$ cat src/rtl/imm_gen_pipe_pkg.sv
// Shared definitions for the pipelined immediate generator: opcodes,
// format codes and the opcode-to-format classifier.
package imm_gen_pipe_pkg;

    localparam int XLEN_DEFAULT = 64;

    typedef enum logic [2:0] {
        FMT_R   = 3'd0,
        FMT_I   = 3'd1,
        FMT_S   = 3'd2,
        FMT_B   = 3'd3,
        FMT_U   = 3'd4,
        FMT_J   = 3'd5,
        FMT_ILL = 3'd7
    } fmt_e;

    localparam logic [6:0] OP_LOAD   = 7'b0000011;
    localparam logic [6:0] OP_IMM    = 7'b0010011;
    localparam logic [6:0] OP_IMM32  = 7'b0011011;
    localparam logic [6:0] OP_JALR   = 7'b1100111;
    localparam logic [6:0] OP_STORE  = 7'b0100011;
    localparam logic [6:0] OP_BRANCH = 7'b1100011;
    localparam logic [6:0] OP_LUI    = 7'b0110111;
    localparam logic [6:0] OP_AUIPC  = 7'b0010111;
    localparam logic [6:0] OP_JAL    = 7'b1101111;
    localparam logic [6:0] OP_REG    = 7'b0110011;
    localparam logic [6:0] OP_REG32  = 7'b0111011;

    // Every supported opcode ends in 2'b11, so anything else lands in FMT_ILL.
    function automatic fmt_e decode_fmt(input logic [6:0] op);
        case (op)
            OP_LOAD, OP_IMM, OP_IMM32, OP_JALR: decode_fmt = FMT_I;
            OP_STORE:                           decode_fmt = FMT_S;
            OP_BRANCH:                          decode_fmt = FMT_B;
            OP_LUI, OP_AUIPC:                   decode_fmt = FMT_U;
            OP_JAL:                             decode_fmt = FMT_J;
            OP_REG, OP_REG32:                   decode_fmt = FMT_R;
            default:                            decode_fmt = FMT_ILL;
        endcase
    endfunction

endpackage

$ cat src/rtl/imm_gen_pipe_decode.sv
// Combinational decode: raw instruction -> sign-extended immediate,
// format code and illegal flag.
module imm_gen_pipe_decode
    import imm_gen_pipe_pkg::*;
#(
    parameter int XLEN = XLEN_DEFAULT
) (
    input  logic [31:0]     instr,
    output logic [XLEN-1:0] imm,
    output logic [2:0]      fmt,
    output logic            illegal
);

    fmt_e        f;
    logic [31:0] imm32;

    // All formats take their sign from instr[31]; build a 32-bit value, then widen.
    always_comb begin
        f     = decode_fmt(instr[6:0]);
        imm32 = '0;
        case (f)
            FMT_I:   imm32 = {{20{instr[31]}}, instr[31:20]};
            FMT_S:   imm32 = {{20{instr[31]}}, instr[31:25], instr[11:7]};
            FMT_B:   imm32 = {{19{instr[31]}}, instr[31], instr[7], instr[30:25],
                              instr[11:8], 1'b0};
            FMT_U:   imm32 = {instr[31:12], 12'b0};
            FMT_J:   imm32 = {{11{instr[31]}}, instr[31], instr[19:12], instr[20],
                              instr[30:21], 1'b0};
            default: imm32 = '0;
        endcase
        fmt     = f;
        illegal = (f == FMT_ILL);
        imm     = XLEN'($signed(imm32));
    end

endmodule

$ cat src/rtl/imm_gen_pipe.sv
// Pipelined immediate generator: decode on the input side, then a
// one-entry skid buffer feeding the output register, plus a saturating
// count of accepted illegal instructions.
module imm_gen_pipe
    import imm_gen_pipe_pkg::*;
#(
    parameter int XLEN  = XLEN_DEFAULT,
    parameter int TAG_W = 8,
    parameter int CNT_W = 16
) (
    input  logic             clk,
    input  logic             reset,
    input  logic             in_valid,
    output logic             in_ready,
    input  logic [31:0]      instr,
    input  logic [TAG_W-1:0] in_tag,
    output logic             out_valid,
    input  logic             out_ready,
    output logic [XLEN-1:0]  imm,
    output logic [2:0]       fmt,
    output logic             illegal,
    output logic [TAG_W-1:0] out_tag,
    output logic [CNT_W-1:0] ill_count,
    input  logic             ill_clr
);

    logic [XLEN-1:0]  dec_imm;
    logic [2:0]       dec_fmt;
    logic             dec_ill;

    logic             skid_valid;
    logic [XLEN-1:0]  skid_imm;
    logic [2:0]       skid_fmt;
    logic             skid_ill;
    logic [TAG_W-1:0] skid_tag;

    logic             in_fire;

    imm_gen_pipe_decode #(.XLEN(XLEN)) u_decode (
        .instr   (instr),
        .imm     (dec_imm),
        .fmt     (dec_fmt),
        .illegal (dec_ill)
    );

    // Ready comes only from the registered skid state, never from out_ready.
    assign in_ready = !skid_valid && !reset;
    assign in_fire  = in_valid && in_ready;

    // Output register refills from the skid first so beat order is preserved.
    always_ff @(posedge clk) begin
        if (reset) begin
            out_valid  <= 1'b0;
            imm        <= '0;
            fmt        <= '0;
            illegal    <= 1'b0;
            out_tag    <= '0;
            skid_valid <= 1'b0;
            skid_imm   <= '0;
            skid_fmt   <= '0;
            skid_ill   <= 1'b0;
            skid_tag   <= '0;
        end else if (!out_valid || out_ready) begin
            if (skid_valid) begin
                out_valid  <= 1'b1;
                imm        <= skid_imm;
                fmt        <= skid_fmt;
                illegal    <= skid_ill;
                out_tag    <= skid_tag;
                skid_valid <= 1'b0;
            end else if (in_fire) begin
                out_valid  <= 1'b1;
                imm        <= dec_imm;
                fmt        <= dec_fmt;
                illegal    <= dec_ill;
                out_tag    <= in_tag;
            end else begin
                out_valid  <= 1'b0;
            end
        end else if (in_fire) begin
            skid_valid <= 1'b1;
            skid_imm   <= dec_imm;
            skid_fmt   <= dec_fmt;
            skid_ill   <= dec_ill;
            skid_tag   <= in_tag;
        end
    end

    // Saturating illegal counter; a clear beats a same-cycle increment.
    always_ff @(posedge clk) begin
        if (reset || ill_clr) begin
            ill_count <= '0;
        end else if (in_fire && dec_ill && (ill_count != {CNT_W{1'b1}})) begin
            ill_count <= ill_count + 1'b1;
        end
    end

endmodule

$ cat config.mk
export PLATFORM = sky130hd
export DESIGN_NAME = imm_gen_pipe
export DESIGN_NICKNAME = d
export VERILOG_FILES = /design/src/rtl/imm_gen_pipe_pkg.sv /design/src/rtl/imm_gen_pipe_decode.sv /design/src/rtl/imm_gen_pipe.sv
export SDC_FILE = /design/constraint.sdc
export NUM_CORES = 1
export LEC_CHECK = 0
export ABC_CLOCK_PERIOD_IN_PS = 2800
export BUFFER_PORTS_ARGS = -buffer_cell sky130_fd_sc_hd__buf_2
export CAP_MARGIN = 20
export CORE_UTILIZATION = 51
export DETAILED_ROUTE_END_ITERATION = 10
export PLACE_DENSITY_LB_ADDON = 0.12
export SLEW_MARGIN = 20
export SYNTH_ARGS = -nofsm -noshare
export SYNTH_HDL_FRONTEND = slang
export SYNTH_SLANG_ARGS = --single-unit
$ cat constraint.sdc
create_clock -name clk -period 2.8 [get_ports clk]
set_input_delay 0.14 -clock clk [delete_from_list [all_inputs] [get_ports clk]]
set_output_delay 0.14 -clock clk [all_outputs]
set_load 0.01 [all_outputs]
**Word-level counts from Yosys, hierarchy flattened**

Cells that the tools add are included.

- Reduce and logical (&&, ||, !) cells: 16
- Mux-type cells: 12
- Add/sub/neg operators: 1
- $lt $le $gt $ge: 0
- Div/mod/pow operators: 0
- Bitwise gates (word level): 1
- Multiply operators: 0
- Equality and inequality tests: 18
- Shift-type cells: 0

Operators with widths:

| cell | number |
|---|---|
| $pmux 32 s5 | 1 |
| $mux 64 | 2 |
| $eq 7x6->1 const B | 4 |
| $eq 7x5->1 const B | 3 |
| $eq 7x7->1 const B | 3 |
| $pmux 3 s6 | 1 |
| $add 16x1->16 const B | 1 |
| $mux 8 | 2 |
| $ne 16x16->1 const B | 1 |
| $eq 3x3->1 const B | 3 |
| $eq 7x2->1 const B | 1 |
| $eq 3x2->1 const B | 2 |
| $mux 3 | 2 |
| $reduce_or 2->1 | 3 |
| $logic_and 1x1->1 | 4 |
| $mux 1 | 4 |
| $reduce_and 2->1 | 2 |
| $reduce_or 4->1 | 1 |
| $eq 3x1->1 const B | 1 |
| $logic_not 1->1 | 3 |
| $logic_or 1x1->1 | 2 |
| $reduce_bool 2->1 | 1 |
| $not 1->1 | 1 |

- Bits in latches: 0
- Output and inout port bits: 94
- Memories kept: 0
- Memory bits (read-only): 0
- Word-level logic and storage cells: 59
- Input port bits: 45
- Bits in writable memories: 0
- Flip-flop bits (word level): 138

**Depth between registers and ports, before layout**

- Depth after elaboration: 7
- Gate-level depth with buffers: 8
- Mapped depth without buffers: 5

**Hierarchy**

From an unflattened synthesis, not the netlist that was laid out.

- Cell total of the unflattened synthesis: 897
- Area total of the unflattened synthesis: 7,593.5 um^2

Modules (own cells, without submodules):

| module | instances | cells each | area an instance (um^2) | seq. area each (um^2) |
|---|---|---|---|---|
| imm_gen_pipe | 1 | 772 | 6,734.0 | 3,403.3 |
| imm_gen_pipe_decode | 1 | 125 | 859.6 | 0.0 |

**Worst setup path after synthesis**

No wires, ideal clock.

- Path type: register -> register
- Start point: register ill_count[3]
- End point: register ill_count[8]
- Arrival: 1.665 ns
- Buffers on the path: 0
- Data required time: 2.730 ns
- Stages on the path, launching flop included: 6
- Path slack: 1.064 ns
- Clock period less this slack: 1.736 ns
- Library setup time: 0.070 ns
- Cells stage by stage: dfxtp_1 and3_1 and3_2 o2111ai_2 or4_1 a21oi_1

- Word-level cells in the longest chain between the ends: 2
- Elaborated cells on any way between the ends: 3
- Classes of those cells: add/sub: 1; eq/ne: 1; reduce/logical: 1

Ends and longest elaborated chain:

| element | line | source |
|---|---|---|
| start, declared | imm_gen_pipe.sv:23 | `output logic [CNT_W-1:0] ill_count,` |
| start signal, assigned | imm_gen_pipe.sv:94 | `ill_count <= ill_count + 1'b1;` |
| branches (longest 2 deep; another with $add 16x1->16) | -- |  |

Several ways; the timed one is not identified.
A chain may end at the register's enable or synchronous reset.

**Final worst setup path**

- Start point: register ill_count[6]
- End point: register ill_count[15]

The elaborated chain is that of the path after synthesis.

==> impl_metrics.json <==
{
  "dr_total_vias": 4703,
  "ys_top_cells_by_area": "dfxtp_1 (42%), nand2_1 (6.6%), buf_4 (5.0%)",
  "critPathMaxFanout": 19,
  "final_max_slew_viol_count": 0,
  "worst_setup_path_startpoint": "ill_count[6]",
  "crit_path_max_incr_delay_ps": 560,
  "worstHoldPathType": "in -> reg",
  "pin_count": 139,
  "cp_data_required_time_ps": 3050,
  "critical_path.reg2reg.startpoint": "ill_count[6]",
  "globalRouteMet1Util_pct": 32.3,
  "grt_first_pass_wirelength_um": 20200,
  "leakage_nw": 2.25,
  "final_setup_violation_count": 0,
  "clock_insertion_delay_worst_skew_ps": 370,
  "setup.worst_path.end": "ill_count[15]",
  "initial_cell_density_of_the_core_pct": 52.3,
  "outcome": "finished clean",
  "worst_slew_pin_slew_ps": 915,
  "ys.flop_type": "dfxtp_1",
  "die_width_um": 102,
  "worst_vdd_ir_uv": 232,
  "core_area_um2": 9730,
  "critical_path.slowest_cell": "and2_1",
  "setup_total_negative_slack_ps": 0,
  "hold_viol_final": 0,
  "timing.critical_path.to_type": "flip-flop",
  "max-cap-violations": 0,
  "ys_ff_latch": 106,
  "fin_skew_ps": 9.34,
  "syn_nets": 666,
  "design.final.nets": 743,
  "post_synth.cell_area_avg_um2": 8.21,
  "async_set_or_reset_register_ratio_after_synthesis_pct": 0,
  "gpl.final_weighted_congestion": 0.895,
  "drc": 0,
  "area_delta_synth_final_pct": 13.4,
  "wirelength_um": 12700,
  "clk_path_buf_depth": 2,
  "synth.cell_area_um2": 5090,
  "crit_arrival_ps": 2300,
  "grt_start_max_net_pins": 69,
  "synthesis.instances": 620,
  "gr-total-overflow": 0,
  "die_h_um": 102,
  "seq_area_frac_synth_pct": 41.7,
  "clk_pin_slew_ps": 110,
  "grt_busiest_layer": "met2",
  "total_power_mw": 2.96,
  "total_of_cells_resized_after_clock_tree_synthesis": 0,
  "path_class": "reg -> reg",
  "grt_antenna_before_repair": 0,
  "cts-buffers-inserted": 9,
  "worstRegToRegCells": 5,
  "tritoncts_clock_tree": "done",
  "worst_slack_ps": 753,
  "clock-root-buffer": "clkbuf_8",
  "dp_slack_ps": 662,
  "timing.critical_path.from_type": "flip-flop",
  "drt-pass1-iter-count": 5,
  "final_core_area_utilization_pct": 59.3,
  "antenna_cells_inserted": 0,
  "critical_path.cell_chain": "nand4_1, nor3_2, and2_1, nor3_1, mux2i_1",
  "number_of_distinct_library_cells_after_synthesis": 61,
  "yosys_warns": 0,
  "groute.layer.met2.usage_pct": 40.4,
  "cts_max_level": 3,
  "ant_nets": 0,
  "power_density_nw_per_um2": 513,
  "rsz_0062_raised_after_global_routing": "no",
  "synth_edf_count": 0,
  "post_route_cells_drive_above_1_share_pct": 25.2,
  "number_of_global_route_vias_before_repair": 4182,
  "r2r_slack_ps": 750,
  "avgViaCountPerCell": 5.63,
  "min_period_over_period_pct": 73.1,
  "maxSlewHeadroom_pct": 39.0,
  "detailed_place_hpwl_um": 8700,
  "clock-sinks": 106,
  "rows": 36,
  "time_the_worst_path_needs_with_i_o_delays_and_setup_ps": 2050,
  "worstReg2RegEnd": "ill_count[15]",
  "track_usage_pct": 24.6,
  "timing.fmax_ghz": 0.488,
  "grt_use_met3_pct": 3.69,
  "number_of_i_o_port_buffers": 138,
  "drt_first_iter_violations": 287,
  "post-synth-top-area-cell": "dfxtp_1",
  "synth.top_cell.area_share_pct": 41.7,
  "design.die.area_um2": 10400,
  "routedWlPerCell_um": 15.3
}
[worst max-delay path, delay by kind of cell (launching register included)]
family           cells  cell delay [ps]
and+or+nand+nor      4             1330
DFF                  1              440
muxes                1              160
[power breakdown]
part           switching, mW  internal, mW
Clock                  0.536         0.421
Sequential            0.0332          1.56
Combinational          0.251         0.154
[layout by cell type, fill, tap and decap left out, drive strengths merged, types with 2 or more instances in the layout]
master / n
a211oi: 33
a21oi: 38
a221oi: 26
and2: 4
and3: 7
buf: 144
clkbuf: 11
clkinvlp: 3
dfxtp: 106
inv: 6
mux2i: 10
nand2: 90
nand2b: 6
nand3: 17
nand4: 7
nor2: 66
nor2b: 6
nor3: 23
nor3b: 3
nor4: 2
nor4b: 2
o2111a: 2
o211ai: 2
o21ai: 37
o21bai: 5
o311ai: 3
o31ai: 7
o41ai: 6
or2: 2
or3: 6
or4: 7
[layout make-up]
| cell class | instances | area (um2) |
|---|---|---|
| Inverter | 5 | 18.8 |
| Fill cell | 920 | 3960 |
| Timing Repair Buffer | 145 | 761 |
| Clock inverter | 5 | 63.8 |
| Multi-Input combinational cell | 430 | 2510 |
| Tap cell | 133 | 166 |
| Clock buffer | 11 | 131 |
| Sequential cell | 106 | 2120 |
[flip-flops by register name, summed over array words and instances, names as in the netlist]
register,count
skid_fmt,3
imm,32
skid_ill,1
out_tag,8
skid_tag,8
out_valid,1
skid_imm,32
skid_valid,1
fmt,3
ill_count,16
illegal,1
[cell families (layout without fill, tap and decap cells)]
| family | Yosys count | count (layout) | share of synthesized area, % |
|---|---|---|---|
| buffers and inverters | 84 | 166 | 9.22 |
| AOI/OAI and AO/OA | 167 | 167 | 22.9 |
| DFF | 106 | 106 | 41.7 |
| muxes | 10 | 10 | 1.97 |
| and+or+nand+nor | 252 | 252 | 24.0 |
| adders and majority gates | 1 | 1 | 0.246 |
[cells in the mapped netlist, drive strengths merged, types with 7 or more instances]
cell / count
dfxtp: 106
mux2i: 10
o31ai: 7
buf: 52
clkbuf: 27
and3: 7
a221oi: 26
nand3: 17
a21oi: 38
or4: 7
nand2: 90
nand4: 7
nor2: 66
a211oi: 33
o21ai: 37
nor3: 23
[how the worst min path moves through the flow]
stage | slack [ps] | start | cells past startpoint | to
6_report | 10 | in_tag[6] | 3 | skid_tag[6]
5_1_grt | 7 | in_tag[1] | 3 | skid_tag[1]
4_1_cts | 2 | in_tag[6] | 3 | skid_tag[6]
3_5_place_dp | 400 | in_tag[0] | 3 | skid_tag[0]
3_3_place_gp | 390 | in_tag[6] | 3 | skid_tag[6]
2_1_floorplan | 280 | in_tag[0] | 2 | skid_tag[0]
[metrics by stage]
stage               instance area, um2  hold slack [ps]  instances
floorplan                         5090              276        620
global placement                  5560              393        818
detailed placement                5560              399        818
CTS                               5770             1.62        835
global route                      5770             6.50        835
finish                            5770             11.9        835
[layer usage]
layer | routed length (um) | part of all wire [%] | vias up
met5 | 0 | 0 | -
met4 | 151 | 1.2 | 0
met3 | 716 | 5.6 | 10
met2 | 6290 | 49 | 149
met1 | 5590 | 44 | 2183
li1 | - | - | 2361
[what timing repair did]
action                                 CTS  global route
setup buffers                            0             0
endpoints found under the hold margin    1             0
hold buffers                             1             0
Power figures use the tool's default switching activity.
